==> config.mk <==
export PLATFORM = sky130hd
export DESIGN_NAME = gray_decoder
export DESIGN_NICKNAME = d
export VERILOG_FILES = /design/src/rtl/gray_decoder.sv
export SDC_FILE = /design/constraint.sdc
export NUM_CORES = 1
export LEC_CHECK = 0
export ABC_AREA = 1
export BUFFER_PORTS_ARGS = -buffer_cell sky130_fd_sc_hd__buf_2
export CAP_MARGIN = 30
export CELL_PAD_IN_SITES_DETAIL_PLACEMENT = 1
export CELL_PAD_IN_SITES_GLOBAL_PLACEMENT = 2
export CORE_MARGIN = 4
export CORE_UTILIZATION = 27
export CTS_CLUSTER_DIAMETER = 80
export DETAILED_ROUTE_END_ITERATION = 10
export PLACE_DENSITY = 0.84
export SETUP_SLACK_MARGIN = 0.05
export SLEW_MARGIN = 20
export SYNTH_ARGS = -nofsm -noshare
export SYNTH_HDL_FRONTEND = slang
export SYNTH_SLANG_ARGS = --single-unit
==> constraint.sdc <==
create_clock -name clk_i -period 3.37 [get_ports clk_i]
set_input_delay 0.5055 -clock clk_i [delete_from_list [all_inputs] [get_ports clk_i]]
set_output_delay 0.5055 -clock clk_i [all_outputs]
set_load 0.01 [all_outputs]
==> src/rtl/gray_decoder.sv <==
// Gray-code position tracker: decodes a 4-bit Gray counter, reports single
// up/down steps, counts full revolutions and latches illegal transitions.
module gray_decoder #(
  parameter int WRAP_W = 8
) (
  input  logic              clk_i,
  input  logic              rst_n_i,
  input  logic              en_i,
  input  logic [3:0]        gray_i,
  input  logic              clr_i,
  output logic [3:0]        bin_o,
  output logic              valid_o,
  output logic              up_o,
  output logic              dn_o,
  output logic              err_o,
  output logic [WRAP_W-1:0] wrap_cnt_o
);

  typedef enum logic [1:0] {
    IDLE  = 2'd0,
    TRACK = 2'd1,
    FAULT = 2'd2
  } state_t;

  localparam logic [WRAP_W-1:0] WRAP_ONE = {{(WRAP_W-1){1'b0}}, 1'b1};

  function automatic logic [3:0] gray_to_bin(input logic [3:0] g);
    logic [3:0] b;
    b[3] = g[3];
    b[2] = b[3] ^ g[2];
    b[1] = b[2] ^ g[1];
    b[0] = b[1] ^ g[0];
    return b;
  endfunction

  state_t            state_r, state_s;
  logic [3:0]        bin_r, bin_s;
  logic              valid_r, valid_s;
  logic              up_r, up_s;
  logic              dn_r, dn_s;
  logic              err_r, err_s;
  logic [WRAP_W-1:0] wrap_r, wrap_s;
  logic [3:0]        dec_s;
  logic [3:0]        delta_s;

  assign dec_s   = gray_to_bin(gray_i);
  assign delta_s = dec_s - bin_r;

  // Next-state and next-output computation; clear overrides any sample.
  always_comb begin
    state_s = state_r;
    bin_s   = bin_r;
    up_s    = 1'b0;
    dn_s    = 1'b0;
    err_s   = err_r;
    wrap_s  = wrap_r;
    if (clr_i) begin
      state_s = IDLE;
      err_s   = 1'b0;
    end else begin
      case (state_r)
        IDLE: begin
          if (en_i) begin
            bin_s   = dec_s;
            state_s = TRACK;
          end else begin
            state_s = IDLE;
          end
        end
        TRACK: begin
          if (en_i) begin
            case (delta_s)
              4'd0: begin
                bin_s = bin_r;
              end
              4'd1: begin
                bin_s = dec_s;
                up_s  = 1'b1;
                if (bin_r == 4'd15) begin
                  wrap_s = wrap_r + WRAP_ONE;
                end else begin
                  wrap_s = wrap_r;
                end
              end
              4'd15: begin
                bin_s = dec_s;
                dn_s  = 1'b1;
                if (bin_r == 4'd0) begin
                  wrap_s = wrap_r - WRAP_ONE;
                end else begin
                  wrap_s = wrap_r;
                end
              end
              default: begin
                err_s   = 1'b1;
                state_s = FAULT;
              end
            endcase
          end else begin
            state_s = TRACK;
          end
        end
        FAULT: begin
          err_s   = 1'b1;
          state_s = FAULT;
        end
        default: begin
          state_s = IDLE;
        end
      endcase
    end
    valid_s = (state_s == TRACK);
  end

  // State and output registers with synchronous active-low reset.
  always_ff @(posedge clk_i) begin
    if (!rst_n_i) begin
      state_r <= IDLE;
      bin_r   <= 4'd0;
      valid_r <= 1'b0;
      up_r    <= 1'b0;
      dn_r    <= 1'b0;
      err_r   <= 1'b0;
      wrap_r  <= {WRAP_W{1'b0}};
    end else begin
      state_r <= state_s;
      bin_r   <= bin_s;
      valid_r <= valid_s;
      up_r    <= up_s;
      dn_r    <= dn_s;
      err_r   <= err_s;
      wrap_r  <= wrap_s;
    end
  end

  assign bin_o      = bin_r;
  assign valid_o    = valid_r;
  assign up_o       = up_r;
  assign dn_o       = dn_r;
  assign err_o      = err_r;
  assign wrap_cnt_o = wrap_r;

endmodule

* Word level (Yosys, flattened, before mapping)
Index checks and enable logic that the tools add are counted.
Word-level totals: register bits 18, output and inout port bits 16, word-level logic and storage cells 59
Operators by class: add/subtract/negate cells 3, equal/unequal tests 12, mux-type cells 17, bitwise logic cells 7, reduce and logical (&&, ||, !) cells 13
Operator list (count):
- $mux 8 | 2
- $pmux 8 s2 | 1
- $mux 4 | 3
- $ne 2x2->1 const B | 6
- $add 8x1->8 const B | 1
- $eq 4x4->1 const B | 2
- $logic_not 4->1 | 2
- $pmux 4 s2 | 1
- $sub 8x1->8 const B | 1
- $mux 2 | 3
- $pmux 2 s3 | 1
- $reduce_and 6->1 | 1
- $reduce_bool 2->1 | 3
- $mux 1 | 5
- $reduce_and 5->1 | 1
- $eq 2x1->1 const B | 2
- $eq 4x1->1 const B | 1
- $not 1->1 | 4
- $reduce_or 2->1 | 2
- $reduce_or 4->1 | 1
- $sub 4x4->4 | 1
- $reduce_and 3->1 | 1
- $reduce_or 3->1 | 1
- $xor 1x1->1 | 3
- other kinds (3) | 3

* Logic depth before layout (Yosys ltp)
Gate-level depths: netlist of run 1.
depth after elaboration 11, depth in mapped cells 24, gate-level depth less buffers 24

* Least setup slack after synthesis of run 1
No wires, ideal clock.
path type input to register, start in gray_i[3], end reg wrap_r[6], in the netlist wrap_cnt_o[6], library setup time 0.064 ns, arrival time 3.600 ns, required time 3.306 ns, slack -0.294 ns, cell stages on the path 19, cell sequence xnor2_1 > xor2_1 > xnor2_1 > inv_1 > ha_1 > fa_1 > or2_1 > nor2_2 > nand3_2 > inv_1 > ha_1 > a21oi_1 > o21ai_0 > nand2_1 > nand2_1 > a21oi_1 > xnor2_1 > nor2_1 > nor2_1
Between the ends: longest elaborated chain between the ends 7, elaborated cells on any way between the ends 11
RTL lines:
- start: declaration | RTL line 9 | input logic [3:0] gray_i,
- $xor 1x1->1 | RTL line 30 | b[2] = b[3] ^ g[2];
- $xor 1x1->1 | RTL line 31 | b[1] = b[2] ^ g[1];
- $xor 1x1->1 | RTL line 32 | b[0] = b[1] ^ g[0];
- $sub 4x4->4 * | RTL line 47 | assign delta_s = dec_s - bin_r;
- $eq 4x4->1 or $eq 4x1->1 (tied branches) | RTL line 72 | case (delta_s)
- $ne 2x2->1 (no source line) or $reduce_bool 2->1 (tied branches)
- $reduce_and 6->1 (no source line)
- end signal: assignment | RTL line 124 | wrap_r <= {WRAP_W{1'b0}};
- end signal: assignment | RTL line 132 | wrap_r <= wrap_s;
- end: declaration | RTL line 42 | logic [WRAP_W-1:0] wrap_r, wrap_s;
Every way passes the cells marked *; elsewhere a longest branch is shown, timed or not. A chain may end at the register's enable or synchronous reset.

* Worst setup path in the final report of run 1
Same ends and word-level chain as after synthesis.

==> results.md, run 1 <==
* Peak fanout along the critical path at 2
* Simple-Gate Fraction of Synth Area at around a third
* DRT antenna net count at 0
* Drt drc at 0
* Synth Area in XOR/XNOR at approximately 5.5%
* Max VDD drop at 0.137 mV
* Chip width at between 70 and 80 um
* Post-synth design cell area at 0.00128 mm^2
* Ys Warns at 0
* WP buf/inv at 3
* Syn_nets at ~200
* Clk sinks at 18
* Hpwl dp at ~2700 um
* Vias/cell at about 4.6
* Synth Area in Compound Gates at about a tenth
* Post-Route Setup TNS at 0 ns
* Die Area at between 0.005 and 0.006 mm^2
* Main combinational cell family by area after synthesis: simple AND/OR/NAND/NOR gates
* R2R cell count at 14
* Gr ovfl total at 0
* Worst-path clk slew at 0.07 ns
* Synthesis-stage register bit count at 18
* Worst Clk Skew at roughly 0.0053 ns
* Crit start category: input pin
* Worst Hold Path Cells at 2
* Largest cells by area after synthesis: dfxtp_1 (28%), nand2_1 (12%), ha_1 (8.8%), inv_1 (8.8%), nor2_1 (6.5%)
* Setup Crit Path Kind: in -> reg
* Placed Cells at between 200 and 300
* Seq/Total Area, Yosys at between 20% and 30%
* Synth cell types at 28
* Post-Syn Instances at 184
* Fmax at 0.303 GHz
* Root buf cell: clkbuf_8
* Die Y-Extent at approximately 77 um
* # nets final at between 200 and 250
* Worst Path Arrival at about 3.5 ns
* R2R setup slack at between 0.6 and 0.7 ns
* RSZ-0062 raised after global routing: true
* Crit. End Element: flop
* Commonest non-fill, non-tap cell in the layout: nand2_1
* Number of global-route vias before repair at approximately 1300
* Tcrit/Tclk final at a little over nine tenths
* Hold Fails Final Rpt at 0
* CP Capture Point: wrap_cnt_o[6]
* Routed WL at between 3000 and 4000 um
* Post-route insts no fill at between 200 and 300
* Avg Synthesized Cell Area at ~7 um^2
* N_diodes at 0
* Cell Pwr Density at ~350 mW/mm^2
* Leading area contributor after synthesis: dfxtp_1
* CP max stage delay at 0.45 ns
* Hold Crit Class: reg -> reg
* Clk buf depth at 2
* H-Tree Depth at 1
* Family with the most delay on the worst path: adder cells
* Placement Rows at 24
* Headroom to the max-slew limit at between 60% and 70%
* Buffers on Ports at 23
* TritonCTS clock tree: built
* Area grow syn2layout at 42.1%
* Worst path depth at 19
* Pre-CTS setup slack at -0.298 ns
* Synth Area in Adders at approximately an eighth
* Final Setup Violations at 0
* Io pins at 24
* Slowest CP cell: fa_1
* CP startpoint: gray_i[3]
* Core Region at 0.00447 mm^2
* Final GP Congestion at 0.770
* Final Power at 642 uW
* CP Data Required Time at ~3.5 ns
* Post-synthesis mux area share at 0%
* Final WS setup at 0.0658 ns
* DRT iter0 DRCs at 41
* Layout cell share with drive strength beyond 1 at roughly a third
* Critical path, cell by cell: buf_8, xnor2_4, xor2_2, xnor2_1, inv_1, ha_4, fa_1, or2_1, nor2_4, nand3_4, buf_6, fa_2, o21ai_2, nand2_1, nand2_1, a21oi_2, xnor2_1, nor2_1, nor2_1
* Inserted Clock Buffers at 3
* Worst flop-to-flop path endpoint: wrap_cnt_o[6]
* Status: finished clean
* Commonest cells after routing, fill and taps aside: nand2_1 (39), inv_1 (29), nor2_1 (21), buf_2 (21), buf_4 (19)
* Largest net degree at the start of global routing at 15
* Initial antenna violation count at 0
* FF-to-FF Start: bin_o[0]
* DRT Pass-1 Iters at 4
* Worst Max-Slew Pin Slew at between 0.5 and 0.6 ns
* Via count at about 1300
* Leak at a little under 0.9 nW
* Initial core utilization at about 29%
* Minimum clock period at around 3.3 ns
* Slew Limit Fails at 0
* # Max-Cap Violations at 0
* First-pass GRT wire length at around 6000 um
* Wirelength per Cell at about 12 um
* All-layer global routing usage at around 12%
* Area share of the largest cell type after synthesis at between 20% and 30%
* Clk_lat worst skew at ~0.26 ns
* Post-layout util at between 40 and 50%
final cells by class:
| type | instances | area, um^2 |
|---|---|---|
| clock buffer | 3 | 41.3 |
| multi-input combinational | 133 | 937 |
| tap | 52 | 65.1 |
| inverter | 31 | 124 |
| timing repair buffer | 43 | 285 |
| sequential | 18 | 360 |
| fill | 575 | 2660 |
power breakdown:
part | internal, mW | switching [mW]
Combinational | 0.120 | 0.138
Sequential | 0.219 | 0.00896
Clock | 0.0795 | 0.0765
Total | 0.418 | 0.223
Yosys cell counts (all sizes together):
cell,number
clkinv,1
nor4,2
xnor2,5
nor3,1
and3,1
xor2,3
clkbuf,1
inv,30
fa,2
o21ai,9
a21oi,14
a31oi,1
nand4,4
nor2,24
buf,1
or2,1
dfxtp,18
nand3,13
ha,9
nand2,44
stage by stage:
step | hold WS (ns) | instance area (um^2)
after global routing | 0.552 | 1810
after global placement | 0.498 | 1660
after floorplan | 0.503 | 1390
after CTS | 0.519 | 1740
final | 0.489 | 1810
after detailed placement | 0.506 | 1660
flip-flops by register name (all words and copies together) (netlist names):
| register | flops |
|---|---|
| state_r | 2 |
| wrap_cnt_o | 8 |
| up_o | 1 |
| bin_o | 4 |
| dn_o | 1 |
| err_o | 1 |
| valid_o | 1 |
worst min path at each step:
stage,endpoint,slack [ns],from
final,wrap_cnt_o[7],0.49,wrap_cnt_o[7]
after CTS,wrap_cnt_o[7],0.52,wrap_cnt_o[7]
after detailed placement,wrap_cnt_o[7],0.51,wrap_cnt_o[7]
after global routing,wrap_cnt_o[7],0.55,wrap_cnt_o[7]
after global placement,wrap_cnt_o[7],0.50,wrap_cnt_o[7]
after floorplan,state_r[1],0.50,state_r[1]
routing by layer:
metal	routed length [um]	track usage [%]	vias up
met5	0	0	-
met4	49	4.35	0
met3	78	1.52	4
met2	1530	19.9	15
met1	1770	16.8	581
li1	-	-	674
worst register-to-register path, stage by stage, from the launching register on:
cell and delay, ns:
dfxtp_1 0.46, ha_4 0.18, fa_1 0.42, or2_1 0.28
nor2_4 0.13, nand3_4 0.11, buf_6 0.14, fa_2 0.35
o21ai_2 0.13, nand2_1 0.06, nand2_1 0.08, a21oi_2 0.06
xnor2_1 0.11, nor2_1 0.08, nor2_1 0.04
timing repair:
item | 4_1_cts | 5_1_grt
pin swaps | 7 | 12
resized for setup | 3 | 13
setup endpoints to repair | 3 | 5
hold buffers | 0 | 0
hold endpoints to repair | 0 | 0
buffers inserted | 3 | 3
cell families after synthesis:
logic type	count (synthesis)
simple gates	90
buf+inv	33
compound gates	24
flops	18
fa+ha+maj	11
xor+xnor	8
Power figures use the tool's default switching activity.
==> run 2, diff against run 1 <==
--- a/config.mk
+++ b/config.mk
@@ -11,10 +11,12 @@
 export CELL_PAD_IN_SITES_DETAIL_PLACEMENT = 1
 export CELL_PAD_IN_SITES_GLOBAL_PLACEMENT = 2
 export CORE_MARGIN = 4
-export CORE_UTILIZATION = 27
+export CORE_UTILIZATION = 28
+export CTS_BUF_LIST = sky130_fd_sc_hd__clkbuf_8
 export CTS_CLUSTER_DIAMETER = 80
 export DETAILED_ROUTE_END_ITERATION = 10
-export PLACE_DENSITY = 0.84
+export MAX_ROUTING_LAYER = met4
+export PLACE_DENSITY = 0.86
 export SETUP_SLACK_MARGIN = 0.05
 export SLEW_MARGIN = 20
 export SYNTH_ARGS = -nofsm -noshare
==> run 2 against run 1 <==
Effect of this change:
- worst hold slack better by 0.023 ns
- routed wire length increased by 4.5%
- core utilization rose by 1.1 points
- die area decreased by 3.2%
- largest power group unchanged
- maximum frequency decreased by 0.61%
- clock skew grew 0.0026 ns
- critical path depth stayed put
- cell count grew 1.4%
- total power rose by 5.7%
==> results.md, run 2 (synthesized netlist as in run 1, its figures left out) <==
* Hold Fails Final Rpt at 0
* Placement Rows at 24
* Final Setup Violations at 0
* Tcrit/Tclk final at 98.7%
* Crit. End Element: flop
* Clk_lat worst skew at about 0.26 ns
* Layout cell share with drive strength beyond 1 at 34.1%
* All-layer global routing usage at a little over an eighth
* Final Power at about 680 uW
* Die Area at approximately 0.0057 mm^2
* Worst Max-Slew Pin Slew at 0.678 ns
* Leak at slightly below 0.9 nW
* Root buf cell: clkbuf_8
* RSZ-0062 raised after global routing: true
* Hpwl dp at 2620 um
* # Max-Cap Violations at 0
* Area grow syn2layout at 43.0%
* # nets final at between 200 and 300
* Drt drc at 0
* Clk sinks at 18
* Number of global-route vias before repair at about 1300
* Worst Clk Skew at 0.00795 ns
* Max FFs per register at 8
* Cell Pwr Density at between 300 and 400 mW/mm^2
* Fmax at between 0.3 and 0.4 GHz
* Family with the most delay on the worst path: adder cells
* Final GP Congestion at between 0.7 and 0.8
* Commonest non-fill, non-tap cell in the layout: nand2_1
* DRT Pass-1 Iters at 4
* Final hold slack at roughly 0.51 ns
* First-pass GRT wire length at roughly 5900 um
* Hold Crit Class: reg -> reg
* Via count at between 1000 and 1500
* TritonCTS clock tree: built
* Worst-path clk slew at ~0.080 ns
* H-Tree Depth at 1
* Initial core utilization at between 20 and 30%
* DRT iter0 DRCs at 28
* Minimum clock period at about 3.3 ns
* Chip width at 75.5 um
* Peak fanout along the critical path at 6
* Slowest CP cell: fa_1
* Routed WL at approximately 3600 um
* Slew Limit Fails at 0
* Buffers on Ports at 23
* CP Data Required Time at about 3.6 ns
* Status: finished clean
* CP max stage delay at about 0.46 ns
* Io pins at 24
* Critical path, cell by cell: buf_8, xnor2_4, xor2_2, xnor2_1, inv_1, ha_2, fa_1, or2_1, nor2_4, nand3_4, inv_8, ha_4, a21oi_2, nand2_2, buf_4, a31oi_1, xnor2_1, nor2_1, nor2_1
* Crit start category: input pin
* R2R setup slack at between 0.5 and 0.6 ns
* Worst Path Arrival at ~3.5 ns
* Die Y-Extent at approximately 76 um
* Commonest cells after routing, fill and taps aside: nand2_1 (39), inv_1 (29), buf_4 (23), nor2_1 (22), buf_2 (21)
* WP buf/inv at 4
* Core Region at 0.00438 mm^2
* Vias/cell at 4.60
* CTS Hold Buffers Added at 0
* Headroom to the max-slew limit at between 50 and 60%
* Max VDD drop at 0.130 mV
* Setup Crit Path Kind: in -> reg
* Largest net degree at the start of global routing at 15
* Initial antenna violation count at 0
* DRT antenna net count at 0
* N_diodes at 0
* Clk buf depth at 2
* Gr ovfl total at 0
* Wirelength per Cell at between 10 and 15 um
* Inserted Clock Buffers at 3
## run 2: cell count changes in the layout (fill, tap and decap cells not counted), sizes merged
cell,before,now
buf,43,46
clkbuf,3,4
## run 2: final timing paths
path                                     from            end  cells after the start
worst max-delay path                gray_i[2]  wrap_cnt_o[5]                     19
worst max register to register       bin_o[0]  wrap_cnt_o[5]                     14
worst min-delay path            wrap_cnt_o[7]  wrap_cnt_o[7]                      2
worst min register to register  wrap_cnt_o[7]  wrap_cnt_o[7]                      2
## run 2: power breakdown
| part | internal, mW | switching (mW) | leakage (nW) |
|---|---|---|---|
| clock network | 0.104 | 0.0855 | 0.0288 |
| registers | 0.219 | 0.00816 | 0.146 |
| logic | 0.122 | 0.139 | 0.713 |
## run 2: routing by layer
metal	global-route usage [%]	routed length (um)	share of wire, %
met5	-	0	0
met4	3.50	40	1.1
met3	2.11	94	2.6
met2	20.9	1620	45
met1	18.6	1810	51
## run 2: worst register-to-register path, cell delays in order, from the launching register on
cell	delay, ns
dfxtp_1	0.41
ha_2	0.21
fa_1	0.43
or2_1	0.29
nor2_4	0.12
nand3_4	0.13
inv_8	0.13
ha_4	0.22
a21oi_2	0.14
nand2_2	0.09
buf_4	0.13
a31oi_1	0.17
xnor2_1	0.14
nor2_1	0.05
nor2_1	0.09
## run 2: through the flow
stage,utilization (%),setup WS (ns),instance area (um^2),cells,TNS [ns]
finish,41.6,0.0454,1830,284,0
global route,41.6,-0.112,1830,284,-0.226
CTS,40.0,0.0523,1750,279,0
detailed placement,38.0,-0.249,1660,271,-0.888
global placement,38.0,-0.195,1660,271,-0.637
floorplan,-,-0.0115,1390,184,-0.0115
## run 2: layout make-up
class                      count  area (um^2)
clock buffer                   4         55.1
inverter                      31          124
multi-input combinational    133          917
fill                         574         2560
sequential                    18          360
tap                           52         65.1
timing repair buffer          46          304
## run 2: what timing repair did
action | CTS | global route
setup buffers | 4 | 5
setup endpoints to repair | 2 | 5
pin swaps | 6 | 13
resized for setup | 2 | 11
